### config.mk
export PLATFORM = sky130hd
export DESIGN_NAME = riscv_core_mul_out
export DESIGN_NICKNAME = d
export VERILOG_FILES = /design/src/rtl/riscv_core_mul_pkg.sv /design/src/rtl/riscv_core_mul_neg_half.sv /design/src/rtl/riscv_core_mul_out.sv
export SDC_FILE = /design/constraint.sdc
export NUM_CORES = 1
export LEC_CHECK = 0
export BUFFER_PORTS_ARGS = -buffer_cell sky130_fd_sc_hd__buf_4
export CORE_AREA = 5 5 159 191
export DETAILED_ROUTE_END_ITERATION = 12
export DIE_AREA = 0 0 164 196
export GPL_ROUTABILITY_DRIVEN = 0
export PLACE_DENSITY = 0.69
export SETUP_SLACK_MARGIN = 0.3
export SYNTH_ARGS = -nofsm -noshare
export SYNTH_HDL_FRONTEND = slang
export SYNTH_SLANG_ARGS = --single-unit
### constraint.sdc
create_clock -name i_mul_out_clk -period 3.3 [get_ports i_mul_out_clk]
set_clock_uncertainty 0.1 [all_clocks]
set_input_delay 0.495 -clock i_mul_out_clk [delete_from_list [all_inputs] [get_ports i_mul_out_clk]]
set_output_delay 0.495 -clock i_mul_out_clk [all_outputs]
set_load 0.02 [all_outputs]
### src/rtl/riscv_core_mul_pkg.sv
// Shared decode for the multiplier output stages: the control encoding
// and the rule deciding whether the magnitude product must be negated.
package riscv_core_mul_pkg;

  typedef logic [1:0] mul_ctrl_t;

  localparam mul_ctrl_t CTRL_MUL    = 2'b00;
  localparam mul_ctrl_t CTRL_MULH   = 2'b01;
  localparam mul_ctrl_t CTRL_MULHSU = 2'b10;
  localparam mul_ctrl_t CTRL_MULHU  = 2'b11;
  localparam logic      ISWORD_MULW = 1'b1;

  // Word mode is always MULW, whatever control code accompanies it.
  function automatic logic mul_negate(input mul_ctrl_t ctrl, input logic isword,
                                      input logic sign_a, input logic sign_b);
    logic neg;
    if (isword == ISWORD_MULW) begin
      neg = sign_a ^ sign_b;
    end else begin
      case (ctrl)
        CTRL_MUL, CTRL_MULH: neg = sign_a ^ sign_b;
        CTRL_MULHSU:         neg = sign_a;
        default:             neg = 1'b0;
      endcase
    end
    return neg;
  endfunction

endpackage

### src/rtl/riscv_core_mul_neg_half.sv
// Conditional two's-complement negate of one half of the product:
// o_data = negate ? ~i_data + carry_in : i_data, with the carry out of that sum.
module riscv_core_mul_neg_half #(
  parameter int W = 64
) (
  input  logic [W-1:0] i_data,
  input  logic         i_negate,
  input  logic         i_carry,
  output logic [W-1:0] o_data,
  output logic         o_carry
);

  logic [W:0] w_sum;

  assign w_sum   = {1'b0, ~i_data} + {{W{1'b0}}, i_carry};
  assign o_data  = i_negate ? w_sum[W-1:0] : i_data;
  assign o_carry = i_negate & w_sum[W];

endmodule

### src/rtl/riscv_core_mul_out.sv
// Two-stage valid/ready output conditioning for the M-extension multiplier:
// low-half negate in stage 1, high-half negate with registered carry in stage 2.
module riscv_core_mul_out
  import riscv_core_mul_pkg::*;
#(
  parameter int XLEN = 64
) (
  input  logic              i_mul_out_clk,
  input  logic              i_mul_out_rst_n,
  input  logic              i_mul_out_valid,
  output logic              o_mul_out_ready,
  input  logic [2*XLEN-1:0] i_mul_out_product,
  input  mul_ctrl_t         i_mul_out_control,
  input  logic              i_mul_out_isword,
  input  logic              i_mul_out_signA,
  input  logic              i_mul_out_signB,
  output logic              o_mul_out_valid,
  input  logic              i_mul_out_ready,
  output logic [XLEN-1:0]   o_mul_out_result
);

  localparam int HALF = XLEN / 2;

  logic            w_s2_adv;
  logic            w_s1_adv;
  logic            w_accept;
  logic            w_negate;
  logic [XLEN-1:0] w_lo;
  logic            w_lo_carry;
  logic [XLEN-1:0] w_hi;
  logic            w_unused_hi_carry;
  logic [XLEN-1:0] w_result;

  logic            r_s1_valid;
  logic [XLEN-1:0] r_s1_lo;
  logic            r_s1_carry;
  logic [XLEN-1:0] r_s1_phi;
  logic            r_s1_negate;
  mul_ctrl_t       r_s1_ctrl;
  logic            r_s1_isword;
  logic            r_o_valid;
  logic [XLEN-1:0] r_o_result;

  assign w_s2_adv        = !r_o_valid || i_mul_out_ready;
  assign w_s1_adv        = !r_s1_valid || w_s2_adv;
  assign w_accept        = i_mul_out_valid && w_s1_adv;
  assign o_mul_out_ready = w_s1_adv;
  assign o_mul_out_valid = r_o_valid;
  assign o_mul_out_result = r_o_result;

  assign w_negate = mul_negate(i_mul_out_control, i_mul_out_isword,
                               i_mul_out_signA, i_mul_out_signB);

  riscv_core_mul_neg_half #(.W(XLEN)) u_neg_lo (
    .i_data   (i_mul_out_product[XLEN-1:0]),
    .i_negate (w_negate),
    .i_carry  (1'b1),
    .o_data   (w_lo),
    .o_carry  (w_lo_carry)
  );

  // The carry out of the high half falls off the top of the 2*XLEN result.
  riscv_core_mul_neg_half #(.W(XLEN)) u_neg_hi (
    .i_data   (r_s1_phi),
    .i_negate (r_s1_negate),
    .i_carry  (r_s1_carry),
    .o_data   (w_hi),
    .o_carry  (w_unused_hi_carry)
  );

  always_comb begin
    w_result = w_hi;
    if (r_s1_isword == ISWORD_MULW) begin
      w_result = {{(XLEN-HALF){r_s1_lo[HALF-1]}}, r_s1_lo[HALF-1:0]};
    end else if (r_s1_ctrl == CTRL_MUL) begin
      w_result = r_s1_lo;
    end
  end

  always_ff @(posedge i_mul_out_clk or negedge i_mul_out_rst_n) begin
    if (!i_mul_out_rst_n) begin
      r_s1_valid  <= 1'b0;
      r_s1_lo     <= '0;
      r_s1_carry  <= 1'b0;
      r_s1_phi    <= '0;
      r_s1_negate <= 1'b0;
      r_s1_ctrl   <= CTRL_MUL;
      r_s1_isword <= 1'b0;
    end else if (w_s1_adv) begin
      r_s1_valid <= w_accept;
      if (w_accept) begin
        r_s1_lo     <= w_lo;
        r_s1_carry  <= w_lo_carry;
        r_s1_phi    <= i_mul_out_product[2*XLEN-1:XLEN];
        r_s1_negate <= w_negate;
        r_s1_ctrl   <= i_mul_out_control;
        r_s1_isword <= i_mul_out_isword;
      end
    end
  end

  always_ff @(posedge i_mul_out_clk or negedge i_mul_out_rst_n) begin
    if (!i_mul_out_rst_n) begin
      r_o_valid  <= 1'b0;
      r_o_result <= '0;
    end else if (w_s2_adv) begin
      r_o_valid <= r_s1_valid;
      if (r_s1_valid) begin
        r_o_result <= w_result;
      end
    end
  end

endmodule

==> key figures <==
GRT
  • Largest net degree at the start of global routing: 76
  • GR Overflow Total: 0
  • Number of global-route vias before repair: about 10000
  • Initial antenna violation count: 0
  • First-pass GRT wire length: roughly 56000 µm
  • Total GRT Usage: 0.219

Routing
  • Routed via count: 10517
  • Vias per Instance: roughly 5.5
  • Detailed Routing Iterations Pass 1: 5
  • Routed WL: between 30000 and 40000 µm
  • Drt first-iter violations: a little over 800
  • Wire per inst: roughly 19 µm
  • Post-route DRC: 0
  • Post-route ant nets: 0

Worst setup path
  • Bufs and invs on worst path: 3
  • CP cell instances: inv_1 > ha_1 > ha_1 > nor4b_2 > buf_4 > and3_1 > nand4_1 > buf_4 > o41ai_1 > xor2_1 > a21oi_1
  • Crit path DAT: 3070 ps
  • Critical R2R Capture: o_mul_out_result[52]
  • Delay-heaviest family, CP: simple AND/OR/NAND/NOR gates
  • Register-to-register setup slack: between 400 and 500 ps
  • Crit end category: flop
  • R2R Path Start: r_s1_phi[0]
  • Type of the worst setup path: flop to flop
  • Worst setup SP type: flop
  • CP max FO: 6
  • WP data required: between 3000 and 4000 ps
  • Slowest-stage cell, CP: dfrtp_1
  • R2R depth: 11
  • Worst stage delay on the critical path: between 300 and 400 ps

STA
  • Worst setup margin: 453 ps
  • Achievable frequency: between 300 and 400 MHz
  • Final Critical Period: roughly 2800 ps
  • Setup TNS: 0 ps
  • Max-slew headroom: 0.283
  • Slew @ Worst Pin: about 1100 ps
  • Final period util: 0.863
  • Slew Viols, Final: 0
  • Worst hold margin: ~140 ps
  • RSZ-0062 raised after global routing: false
  • Final setup fails: 0
  • Final hold vios: 0

Outcome
  • Status: finished, final reports clean

Synth
  • Synth top cells by count: nand2_1, dfrtp_1, o21ai_0, nor2_1, a21oi_1
  • Mapped Nets: 1471
  • Ys async rst share: 1.00
  • Yosys warns: 0
  • Sequential share of the synthesized area: 0.448
  • Most instantiated library cell after synthesis: nand2_1
  • Yosys top cell by area: dfrtp_1
  • Top cell type's share of synthesized area: 0.448
  • Netlist cell types: slightly above 60
  • Mapped Area: 0.0111 mm²
  • Largest cells by area after synthesis: dfrtp_1, nand2_1, o21ai_0
  • Number of enable flip-flop cells after synthesis: 0
  • Mean post-synth cell area: 8.35 µm²
  • Prevailing post-synth register cell: dfrtp_1
  • Cells after Synth: ~1300
  • #FFs+latches synth: 199

Worst hold path
  • End of the worst hold path: r_s1_phi[54]
  • Hold Path Origin: i_mul_out_product[118]
  • Hold Crit Class: input pin to flop
  • Hold Crit Depth: 3

Floorplan
  • Initial Util: 0.391
  • # IOs: between 200 and 250
  • Core area: 0.0284 mm²
  • Row Count: 68
  • Die Y: between 150 and 200 µm
  • Die W: ~160 µm
  • DIE AREA: 0.0321 mm²

Clock network
  • Worst-skew pair later-pin latency: about 450 ps
  • Number of CTS-inserted buffers: 17
  • CTS tree: built
  • Clock Tree Buf Depth: 2
  • Root Buffer: clkbuf_16
  • H-tree lvl count: 4
  • Clock transition at path regs: about 70 ps
  • # clock sinks: around 200

Placed design
  • Hpwl dp: ~27000 µm
  • Dpl ws: just under 200 ps
  • I/O Buffers: 202

Power
  • Cell leakage power: 6.13 nW
  • VDD IR max: between 0.3 and 0.4 mV
  • Power density cells: between 500 and 600 mW/mm²
  • Pwr Total: between 8 and 9 mW

Final layout
  • Diodes inserted: 0
  • Util after Layout: 0.487
  • Fraction of layout cells with a size suffix above 1: 0.203
  • Layout area overhead: 24.6%
  • Final nets: ~1700

Run
  • Maxcap violations: 0
## state kept, by name (all words and copies together), names as in the netlist
signal	flops
r_s1_carry	1
o_mul_out_valid	1
r_s1_isword	1
r_s1_negate	1
o_mul_out_result	64
r_s1_valid	1
r_s1_phi	64
r_s1_lo	64
r_s1_ctrl	2
## cells in the final DEF, fill, tap and decap left out, types with 3 or more instances in the layout
cell type,netlist,routed
ha_1,4,4
and2_1,4,3
mux2i_1,12,12
clkbuf_16,0,17
a21oi_1,75,75
or3_1,28,27
buf_12,0,4
a22oi_1,11,11
nor3_1,34,34
xnor2_1,60,60
nor3b_1,3,3
a31oi_1,26,26
inv_1,15,15
or2_2,6,6
xor2_1,45,45
or4_1,13,12
clkbuf_8,0,3
nand4b_1,3,3
o41ai_1,18,15
nor2_1,80,79
nand4_1,18,18
nand2b_1,10,10
o21ai_0,146,145
a21o_1,4,4
nand3_1,18,18
dfrtp_1,199,199
o31ai_1,23,22
buf_4,0,244
clkinv_4,0,5
nor4_1,18,17
or4_4,3,4
o211ai_1,5,5
a211oi_1,3,3
nand2_1,314,312
a41oi_1,7,7
o41ai_2,0,3
and3_1,5,5
nor4_2,3,4
## kinds of logic (layout without fill, tap and decap cells)
kind of cell | count (synthesis) | after routing | share of synthesized area
compound gates | 337 | 337 | 0.180
xor+xnor | 105 | 105 | 0.0828
fa+ha+maj | 4 | 4 | 0.00451
buf+inv | 99 | 297 | 0.0345
flops | 199 | 199 | 0.448
mux | 12 | 12 | 0.0108
simple gates | 574 | 574 | 0.239
## worst max-delay path by stage
| stage | from | endpoint | slack [ps] | depth (start not counted) |
|---|---|---|---|---|
| 6_report | r_s1_phi[0] | o_mul_out_result[52] | 450 | 11 |
| 5_1_grt | r_s1_phi[0] | o_mul_out_result[52] | 270 | 11 |
| 4_1_cts | r_s1_phi[0] | o_mul_out_result[54] | 350 | 10 |
| 3_5_place_dp | i_mul_out_product[20] | r_s1_lo[60] | 200 | 7 |
| 3_3_place_gp | i_mul_out_product[20] | r_s1_lo[60] | 210 | 7 |
| 2_1_floorplan | i_mul_out_product[20] | r_s1_lo[60] | 450 | 7 |
## stage by stage
step                cell area, µm²  std cells
detailed placement           13200       1879
floorplan                    11100       1330
CTS                          13800       1912
finish                       13800       1913
global route                 13800       1913
global placement             13200       1879
## layout make-up
type | instances | area [µm²]
flip-flops and latches | 199 | 4980
clock buffers | 20 | 457
multi-input cells | 1032 | 5800
well taps | 385 | 482
inverters | 15 | 56.3
fillers | 2759 | 14600
repair buffers | 250 | 1940
clock inverters | 12 | 121
## repair_timing
item | 4_1_cts | 5_1_grt
gates resized for setup | 0 | 8
hold buffers | 1 | 0
hold endpoints to repair | 37 | 0
setup endpoints to repair | 0 | 16
buffers inserted | 0 | 1
## per-layer routing
layer	vias up	track usage	part of all wire
met1	4977	0.304	0.44
met4	0	0.0721	0.025
li1	5042	-	-
met5	-	0	0
met2	430	0.333	0.45
met3	68	0.0559	0.080
## worst reg2reg max path, delay by kind of cell (launching register included)
family,cells,cell delay [ps]
adders and majority gates,2,490
buffers and inverters,3,470
DFF,1,360
and+or+nand+nor,3,640
AOI/OAI and AO/OA,2,410
xor gates and xnor gates,1,260
## power by group
group          switching (mW)  internal [mW]  total, mW  leakage, nW
Clock                   0.975           1.09       2.07        0.280
Sequential              0.516           2.96       3.47         2.43
Combinational            1.51           1.07       2.58         3.42
Total                    3.00           5.12       8.12         6.13
(Power assumes the default switching activity.)
